**src/rtl/reg_mem_fifo_if.sv**
```systemverilog
// Producer/consumer stream bundle for reg_mem_fifo; slave is the FIFO side.
interface reg_mem_fifo_if #(
   parameter int WIDTH = 16
);
   logic             inValid_i;
   logic             inReady_o;
   logic [WIDTH-1:0] inData_i;
   logic             outValid_o;
   logic             outReady_i;
   logic [WIDTH-1:0] outData_o;

   modport slave (
      input  inValid_i, inData_i, outReady_i,
      output inReady_o, outValid_o, outData_o
   );

   modport master (
      output inValid_i, inData_i, outReady_i,
      input  inReady_o, outValid_o, outData_o
   );
endinterface

```
**src/rtl/reg_mem_fifo.sv**
```systemverilog
// FIFO controller over an external two-port registered memory; push-to-output 2 cycles, 1 word/cycle.
// Backpressure: inReady_o drops when the memory is full; output register holds while outReady_i is low.
module reg_mem_fifo #(
   parameter int WIDTH = 16,
   parameter int DEPTH = 16
) (
   input  logic                       clk_i,
   input  logic                       rst_ni,
   input  logic                       flush_i,
   reg_mem_fifo_if.slave              bus,
   output logic [$clog2(DEPTH):0]     level_o,
   output logic                       memReadEnable_o,
   output logic [$clog2(DEPTH)-1:0]   memReadAddr_o,
   input  logic [WIDTH-1:0]           memReadData_i,
   output logic                       memWriteEnable_o,
   output logic [$clog2(DEPTH)-1:0]   memWriteAddr_o,
   output logic [WIDTH-1:0]           memWriteData_o
);
   localparam int AW = $clog2(DEPTH);
   localparam logic [AW:0] FULL = DEPTH[AW:0];

   logic [AW-1:0] wr_ptr_q, wr_ptr_d;
   logic [AW-1:0] rd_ptr_q, rd_ptr_d;
   logic [AW:0]   mem_count_q, mem_count_d;
   logic [AW:0]   level_q, level_d;
   logic          out_valid_q, out_valid_d;
   logic          in_ready;
   logic          push;
   logic          read;

   assign in_ready = (mem_count_q != FULL);

   // Strobes are gated with rst_ni so the memory sees no access while reset is held.
   assign push = bus.inValid_i && in_ready && !flush_i && rst_ni;
   assign read = (mem_count_q != '0) && (!out_valid_q || bus.outReady_i) && !flush_i && rst_ni;

   always_comb begin
      wr_ptr_d    = wr_ptr_q;
      rd_ptr_d    = rd_ptr_q;
      mem_count_d = mem_count_q;
      out_valid_d = out_valid_q;
      level_d     = level_q;

      if (flush_i) begin
         wr_ptr_d    = '0;
         rd_ptr_d    = '0;
         mem_count_d = '0;
         out_valid_d = 1'b0;
         level_d     = '0;
      end else begin
         if (push) begin
            wr_ptr_d = wr_ptr_q + AW'(1);
         end
         if (read) begin
            rd_ptr_d = rd_ptr_q + AW'(1);
         end
         if (push && !read) begin
            mem_count_d = mem_count_q + (AW+1)'(1);
         end else if (read && !push) begin
            mem_count_d = mem_count_q - (AW+1)'(1);
         end
         if (read) begin
            out_valid_d = 1'b1;
         end else if (bus.outReady_i) begin
            out_valid_d = 1'b0;
         end
         level_d = mem_count_d + {{AW{1'b0}}, out_valid_d};
      end
   end

   always_ff @(posedge clk_i or negedge rst_ni) begin
      if (!rst_ni) begin
         wr_ptr_q    <= '0;
         rd_ptr_q    <= '0;
         mem_count_q <= '0;
         out_valid_q <= 1'b0;
         level_q     <= '0;
      end else begin
         wr_ptr_q    <= wr_ptr_d;
         rd_ptr_q    <= rd_ptr_d;
         mem_count_q <= mem_count_d;
         out_valid_q <= out_valid_d;
         level_q     <= level_d;
      end
   end

   // The memory's read register is the output stage; no local data copy.
   assign bus.inReady_o    = in_ready;
   assign bus.outValid_o   = out_valid_q;
   assign bus.outData_o    = memReadData_i;
   assign level_o          = level_q;
   assign memReadEnable_o  = read;
   assign memReadAddr_o    = rd_ptr_q;
   assign memWriteEnable_o = push;
   assign memWriteAddr_o   = wr_ptr_q;
   assign memWriteData_o   = bus.inData_i;
endmodule

```
**src/flat_wrapper.sv**
```systemverilog
// flat-port wrapper written by rule: the top's interface ports become plain ports
module reg_mem_fifo_flat 
#(
   parameter int WIDTH = 16,
   parameter int DEPTH = 16
)
  (clk_i, rst_ni, flush_i, level_o, memReadEnable_o, memReadAddr_o, memReadData_i, memWriteEnable_o, memWriteAddr_o, memWriteData_o, bus_inValid_i, bus_inData_i, bus_outReady_i, bus_inReady_o, bus_outValid_o, bus_outData_o);
  reg_mem_fifo_if #(.WIDTH(WIDTH)) bus_i ();
  input  logic clk_i;
  input  logic rst_ni;
  input  logic flush_i;
  output logic [$clog2(DEPTH):0] level_o;
  output logic memReadEnable_o;
  output logic [$clog2(DEPTH)-1:0] memReadAddr_o;
  input  logic [WIDTH-1:0] memReadData_i;
  output logic memWriteEnable_o;
  output logic [$clog2(DEPTH)-1:0] memWriteAddr_o;
  output logic [WIDTH-1:0] memWriteData_o;
  input wire logic [$bits(bus_i.inValid_i)-1:0] bus_inValid_i;
  input wire logic [$bits(bus_i.inData_i)-1:0] bus_inData_i;
  input wire logic [$bits(bus_i.outReady_i)-1:0] bus_outReady_i;
  output wire logic [$bits(bus_i.inReady_o)-1:0] bus_inReady_o;
  output wire logic [$bits(bus_i.outValid_o)-1:0] bus_outValid_o;
  output wire logic [$bits(bus_i.outData_o)-1:0] bus_outData_o;
  assign bus_i.inValid_i = bus_inValid_i;
  assign bus_i.inData_i = bus_inData_i;
  assign bus_i.outReady_i = bus_outReady_i;
  assign bus_inReady_o = bus_i.inReady_o;
  assign bus_outValid_o = bus_i.outValid_o;
  assign bus_outData_o = bus_i.outData_o;
  reg_mem_fifo #(.WIDTH(WIDTH), .DEPTH(DEPTH)) u_core (.clk_i(clk_i), .rst_ni(rst_ni), .flush_i(flush_i), .bus(bus_i), .level_o(level_o), .memReadEnable_o(memReadEnable_o), .memReadAddr_o(memReadAddr_o), .memReadData_i(memReadData_i), .memWriteEnable_o(memWriteEnable_o), .memWriteAddr_o(memWriteAddr_o), .memWriteData_o(memWriteData_o));
endmodule
```
**config.mk**
```make
export PLATFORM = sky130hd
export DESIGN_NAME = reg_mem_fifo_flat
export DESIGN_NICKNAME = d
export VERILOG_FILES = /design/src/rtl/reg_mem_fifo_if.sv /design/src/rtl/reg_mem_fifo.sv /design/src/flat_wrapper.sv
export SDC_FILE = /design/constraint.sdc
export NUM_CORES = 1
export LEC_CHECK = 0
export BUFFER_PORTS_ARGS = -buffer_cell sky130_fd_sc_hd__buf_2
export CORE_MARGIN = 2
export CORE_UTILIZATION = 35
export DETAILED_ROUTE_END_ITERATION = 8
export PLACE_DENSITY = 0.71
export SLEW_MARGIN = 20
export SYNTH_ARGS = -nofsm -noshare
export SYNTH_HDL_FRONTEND = slang
export SYNTH_SLANG_ARGS = --single-unit
```
**constraint.sdc**
```tcl
create_clock -name clk_i -period 2.6 [get_ports clk_i]
set_clock_uncertainty 0.2 [all_clocks]
set_input_delay 0.39 -clock clk_i [delete_from_list [all_inputs] [get_ports clk_i]]
set_output_delay 0.39 -clock clk_i [all_outputs]
set_load 0.01 [all_outputs]
```
; Word level (Yosys, flattened, before mapping)
; Cells that the tools add are included.
[totals]
input_bits = 37
ff_bits = 19
[op_classes]
n_eq_ne = 1
n_mux = 13
n_reduce_logical = 16
add_sub_neg = 5
[ops]
columns = cell, n
row1 = 5-bit two-way mux, 5
row2 = 4-bit two-way mux, 4
row3 = "4-bit by 1-bit adder with 4-bit output, second input constant", 2
row4 = 1-bit logical AND, 8
row5 = 5-bit by 1-bit adder with 5-bit output, 1
row6 = "5-bit by 1-bit adder with 5-bit output, second input constant", 1
row7 = "5-bit inequality test, second input constant", 1
row8 = 5-bit nonzero test, 1
row9 = "5-bit by 1-bit subtractor with 5-bit output, second input constant", 1
row10 = 1-bit logical NOT, 4
row11 = 1-bit two-way mux, 4
row12 = 2-bit nonzero test, 2
row13 = 1-bit logical OR, 1

; Longest topological paths before layout
[depth]
depth_word = 11
ltp_mapped = 12
ltp_nobuf = 12

; Worst setup path before layout
; Ideal clock, no wire load.
[synth_path]
path_kind = reg-to-reg
startpoint = register u_core.mem_count_q[0]
endpoint = register u_core.level_q[4] (netlist: u_core.level_o[4])
setup_time_ns = 0.066
period_less_slack_ns = 2.661
t_required_ns = 2.334
setup_slack_ns = -0.061
t_arrival_ns = 2.395
path_stages_with_launch = 13
path_buffers = 0
cell_sequence = dfrtp_1 inv_1 ha_1 and4bb_1 inv_2 a2111oi_4 nor2_1 xnor2_1 ha_1 ha_1 o21ai_0 a2111o_1 nand2_1
[synth_via]
elab_chain_len = 11
word_cells_on_any_way = 21
[synth_rtl]
columns = item, line_no
row1 = from (decl), reg_mem_fifo.sv:24  ; logic [AW:0] mem_count_q, mem_count_d;
row2 = from (signal assigned), reg_mem_fifo.sv:81  ; mem_count_q <= mem_count_d;
row3 = 5-bit inequality test (*), reg_mem_fifo.sv:31  ; assign in_ready = (mem_count_q != FULL);
row4 = named net bus_inReady_o, flat_wrapper.sv:22  ; output wire logic [$bits(bus_i.inReady_o)-1:0] bus_inReady_o;
row5 = 1-bit logical AND (*) (3 in series), reg_mem_fifo.sv:34  ; assign push = bus.inValid_i && in_ready && !flush_i && rst_ni;
row6 = 1-bit logical NOT, reg_mem_fifo.sv:59  ; end else if (read && !push) begin
row7 = 1-bit logical AND, reg_mem_fifo.sv:59
row8 = 5-bit two-way mux, reg_mem_fifo.sv:59
row9 = 5-bit two-way mux (*), reg_mem_fifo.sv:57  ; if (push && !read) begin
row10 = 5-bit two-way mux (*), reg_mem_fifo.sv:44  ; if (flush_i) begin
row11 = 5-bit by 1-bit adder with 5-bit output (*), reg_mem_fifo.sv:67  ; level_d = mem_count_d + {{AW{1'b0}}, out_valid_d};
row12 = 5-bit two-way mux (*), reg_mem_fifo.sv:44
row13 = named net u_core.level_d[4], reg_mem_fifo.sv:25  ; logic [AW:0] level_q, level_d;
row14 = to (signal assigned), reg_mem_fifo.sv:83  ; level_q <= level_d;
row15 = to (decl), reg_mem_fifo.sv:25
; Mark *: on every way through the listed nets, which the timed path passes. The rest lies on a longest branch. The select of a mux whose other input is x is not followed.
; A chain may end at the register's enable or synchronous reset.

; Final worst setup path
[layout_path]
startpoint = register u_core.mem_count_q[0]
endpoint = register u_core.level_q[4] (netlist: u_core.level_o[4])
[layout_via]
elab_chain_len = 11
word_cells_on_any_way = 21
[layout_rtl]
columns = item, line_no
row1 = 5-bit inequality test, reg_mem_fifo.sv:31
row2 = 1-bit logical AND (3 in series), reg_mem_fifo.sv:34
row3 = 1-bit logical NOT, reg_mem_fifo.sv:59
row4 = 1-bit logical AND, reg_mem_fifo.sv:59
row5 = 5-bit two-way mux, reg_mem_fifo.sv:59
row6 = 5-bit two-way mux, reg_mem_fifo.sv:57
row7 = 5-bit two-way mux, reg_mem_fifo.sv:44
row8 = 5-bit by 1-bit adder with 5-bit output (*), reg_mem_fifo.sv:67
row9 = 5-bit two-way mux (*), reg_mem_fifo.sv:44
row10 = named net u_core.level_d[4], reg_mem_fifo.sv:25
; Marked as above.

==> out/metrics.yaml <==
logic_synthesis:
  netlist_area_um2: 1360
  yosys_warnings: 0
  ys_ff_latch: 19
  netlist_instances: 142
  ys_seq_area_frac: 0.350
  syn_nets: 186
  yosys.cell_types.count: 39
  avgSynthCellArea_um2: 9.58
critical_path:
  startpoint_type: "flip-flop"
  r2r-start: "u_core.mem_count_q[0]$_DFF_PN0_"
  slowest_stage: "a2111o_1"
  arrival_ns: 2.62
  cp.depth: 11
  r2r_slack_ns: -0.03
  path_cells: "inv_2 > ha_4 > and4bb_1 > inv_2 > buf_4 > o2111a_2 > buf_4 > and4_1 > or3_1 > a2111o_1 > nand2_1"
  end_kind: "flip-flop"
  timing.rr.end: "u_core.level_o[4]$_DFF_PN0_"
  slowest_delay_ns: 0.42
  crit_buf_inv: 4
  critPathKind: "flip-flop to flip-flop"
  crit_end: "u_core.level_o[4]$_DFF_PN0_"
  startpoint: "u_core.mem_count_q[0]$_DFF_PN0_"
  r2r_cells: 11
  critPathMaxFanout: 3
  worst_ep_required_time_ns: 2.60
  crit_family: "simple AND/OR/NAND/NOR gates"
placed_design:
  io_buffers: 21
  dpl.hpwl_um: 1920
  numPlacedInstances: 191
  gp_congestion: 0.784
  place_ws_ns: -0.0568
sta:
  worst_slack_ns: -0.0260
  slew_headroom: 0.766
  final-hold-violation-count: 0
  rsz0062_at_grt: "true"
  min_period_ns: 2.63
  fmax_mhz: 381
  worstMarginPinSlew_ns: 0.350
  setup_viol: 2
  period_share: 1.01
  setup_tns_ns: -0.0504
  slew_violations: 0
power:
  power_density_nw_per_um2: 507
  swShare: 0.306
  p_int_uw: 536
  clock_power_share: 0.271
  leakage_nw: 0.792
  switchingPower_uw: 236
  comb_power_share: 0.298
  seqPwrFrac: 0.431
  irDropWorstVdd_v: 0.000154
cts:
  clock_latency_ns: 0.26
  cts_sinks: 19
  cts_htree_levels: 1
  cts_tree: "done"
  path_clk_slew_ns: 0.07
  clockBufferDepth: 2
  cts_inserted_buffers: 3
  clockRootBuffer: "clkbuf_8"
floorplanning:
  std_cell_rows: 22
  dieHeight_um: 66.3
  core_area_um2: 3690
  ioPinCount: 86
  fp.dieW_um: 66.3
  floorplan.initialDensity: 0.369
  dieArea_um2: 4400
final_layout:
  fill_cells: 385
  fin_nets: 200
  final_cells: 203
  drive_above_1_share: 0.413
  syn_to_final_growth_pct: 12.0
  n_antenna_cell: 0
routing:
  wl_per_cell_um: 13.7
  via_count: 1007
  drcViolationCount: 0
  drt_iter0_markers: 27
  totalWireLength_um: 2780
  drtAntennaViolNets: 0
  firstDrtPassIters: 4
  via_per_inst: 4.96
global_routing:
  grt_max_degree: 14
  grt_pass1_wl_um: 4400
  gr-total-overflow: 0
  grt_usage: 0.132
  antenna_found_initial: 0
  first_global_vias: 979
job:
  drv_cap: 0
min_path:
  holdPathStages: 2
  hp-class: "input pin to flip-flop"
status:
  status: "complete, but fails checks"
  failed_checks: "setup timing"
## how the worst min path moves through the flow
stage	slack, ns	endpoint	startpoint
floorplan	-0.11	u_core.bus.outValid_o$_DFF_PN0_	rst_ni
global placement	0.15	u_core.mem_count_q[4]$_DFF_PN0_	rst_ni
detailed placement	0.15	u_core.mem_count_q[4]$_DFF_PN0_	rst_ni
CTS	0.21	u_core.level_o[1]$_DFF_PN0_	flush_i
global route	0.23	u_core.level_o[1]$_DFF_PN0_	flush_i
finish	0.21	u_core.level_o[1]$_DFF_PN0_	flush_i
## layout make-up
class / count / area [um2] / area share
clock buffer: 3 / 41.3 / 0.0271
timing repair buffer: 43 / 273 / 0.179
inverter: 6 / 22.5 / 0.0148
tap: 48 / 60.1 / 0.0394
clock inverter: 1 / 5.00 / 0.00329
sequential: 19 / 475 / 0.312
multi-input combinational: 83 / 646 / 0.424
## through the flow
step	total power, mW	hold WS [ns]	util	instance area (um2)
after floorplan	0.513	-0.106	-	1380
after global placement	0.545	0.149	0.377	1390
after detailed placement	0.544	0.154	0.377	1390
after CTS	0.772	0.212	0.409	1510
after global routing	0.822	0.228	0.413	1520
final	0.772	0.214	0.413	1520
## metal layers
metal	vias to the layer above	GRT usage	part of all wire
li1	481	-	-
met1	479	0.142	0.42
met2	36	0.226	0.49
met3	11	0.0307	0.058
met4	0	0.0918	0.031
met5	-	0	0
## cells by family (layout without fill, tap and decap cells)
kind of cell    Yosys count  after routing  synth area share
buf+inv                  40             53             0.204
compound gates           18             18             0.112
flops                    19             19             0.350
simple gates             49             49             0.208
fa+ha+maj                 7              7            0.0644
xor+xnor                  6              6            0.0386
mux                       3              3            0.0230
## what timing repair did
action | 4_1_cts | 5_1_grt
setup buffers | 6 | 1
endpoints found under the setup margin | 1 | 4
pin swaps | 5 | 3
gates resized for setup | 5 | 2
endpoints found under the hold margin | 19 | 0
cloned | 0 | 0
hold buffers | 1 | 0
## sequential cells by signal (all words and copies together) (netlist names)
name and count:
u_core.memWriteAddr_o 4, u_core.mem_count_q 5, u_core.bus.outValid_o 1, u_core.level_o 5
u_core.memReadAddr_o 4
## cells in the final DEF (no fill, tap or decap), types with 2 or more instances in the layout
| cell | netlist | final |
|---|---|---|
| inv_1 | 5 | 3 |
| ha_4 | 0 | 2 |
| and2_1 | 4 | 4 |
| and3_2 | 3 | 3 |
| nand2_1 | 10 | 10 |
| inv_2 | 1 | 3 |
| nand2b_1 | 2 | 2 |
| buf_2 | 0 | 21 |
| nand3_1 | 4 | 4 |
| clkbuf_8 | 0 | 3 |
| a21oi_1 | 4 | 4 |
| ha_1 | 7 | 4 |
| mux2i_1 | 2 | 2 |
| nor3_1 | 2 | 2 |
| xor2_1 | 5 | 4 |
| buf_4 | 32 | 21 |
| nor2_1 | 8 | 8 |
| nor2b_1 | 4 | 4 |
| dfrtp_1 | 19 | 19 |
| o21ai_0 | 5 | 3 |
| nand4_1 | 4 | 4 |
## Yosys cell counts (all sizes together)
cell type	n	area share
mux2	1	0.0083
and4bb	1	0.0092
inv	6	0.017
nor2	8	0.022
a21oi	4	0.015
nand2	10	0.028
nor4b	1	0.011
o31ai	1	0.0055
o2111a	1	0.0092
nand2b	2	0.0092
or2	1	0.0064
mux2i	2	0.015
o2111ai	1	0.0064
nor3	2	0.0074
clkbuf	1	0.0028
and4	1	0.0064
nand3b	1	0.0055
buf	33	0.18
dfrtp	19	0.35
nor2b	4	0.018
nand3	4	0.015
o21bai	1	0.0055
o21ai	5	0.018
a22oi	1	0.0055
or4b	1	0.0074
ha	7	0.064
a31o	1	0.0064
xor2	5	0.032
or3	1	0.0046
a2111o	1	0.0083
o32ai	1	0.012
and3	4	0.021
nand4	4	0.018
a2111oi	1	0.020
and2	4	0.018
xnor2	1	0.0064
## worst reg2reg max path, delay by kind of cell (launching register included)
kind            cells  cell delay (ns)
flops               1             0.39
compound gates      2             0.56
simple gates        4             0.84
buf+inv             4             0.44
fa+ha+maj           1             0.14
## power by group through the flow
stage               Combinational [mW]  Clock (mW)  Sequential (mW)
floorplan                        0.169           0            0.344
global placement                 0.208           0            0.336
detailed placement               0.208           0            0.336
CTS                              0.224       0.216            0.332
global route                     0.259       0.228            0.335
finish                           0.230       0.209            0.332
No activity file was read; power rests on OpenSTA's default activity.
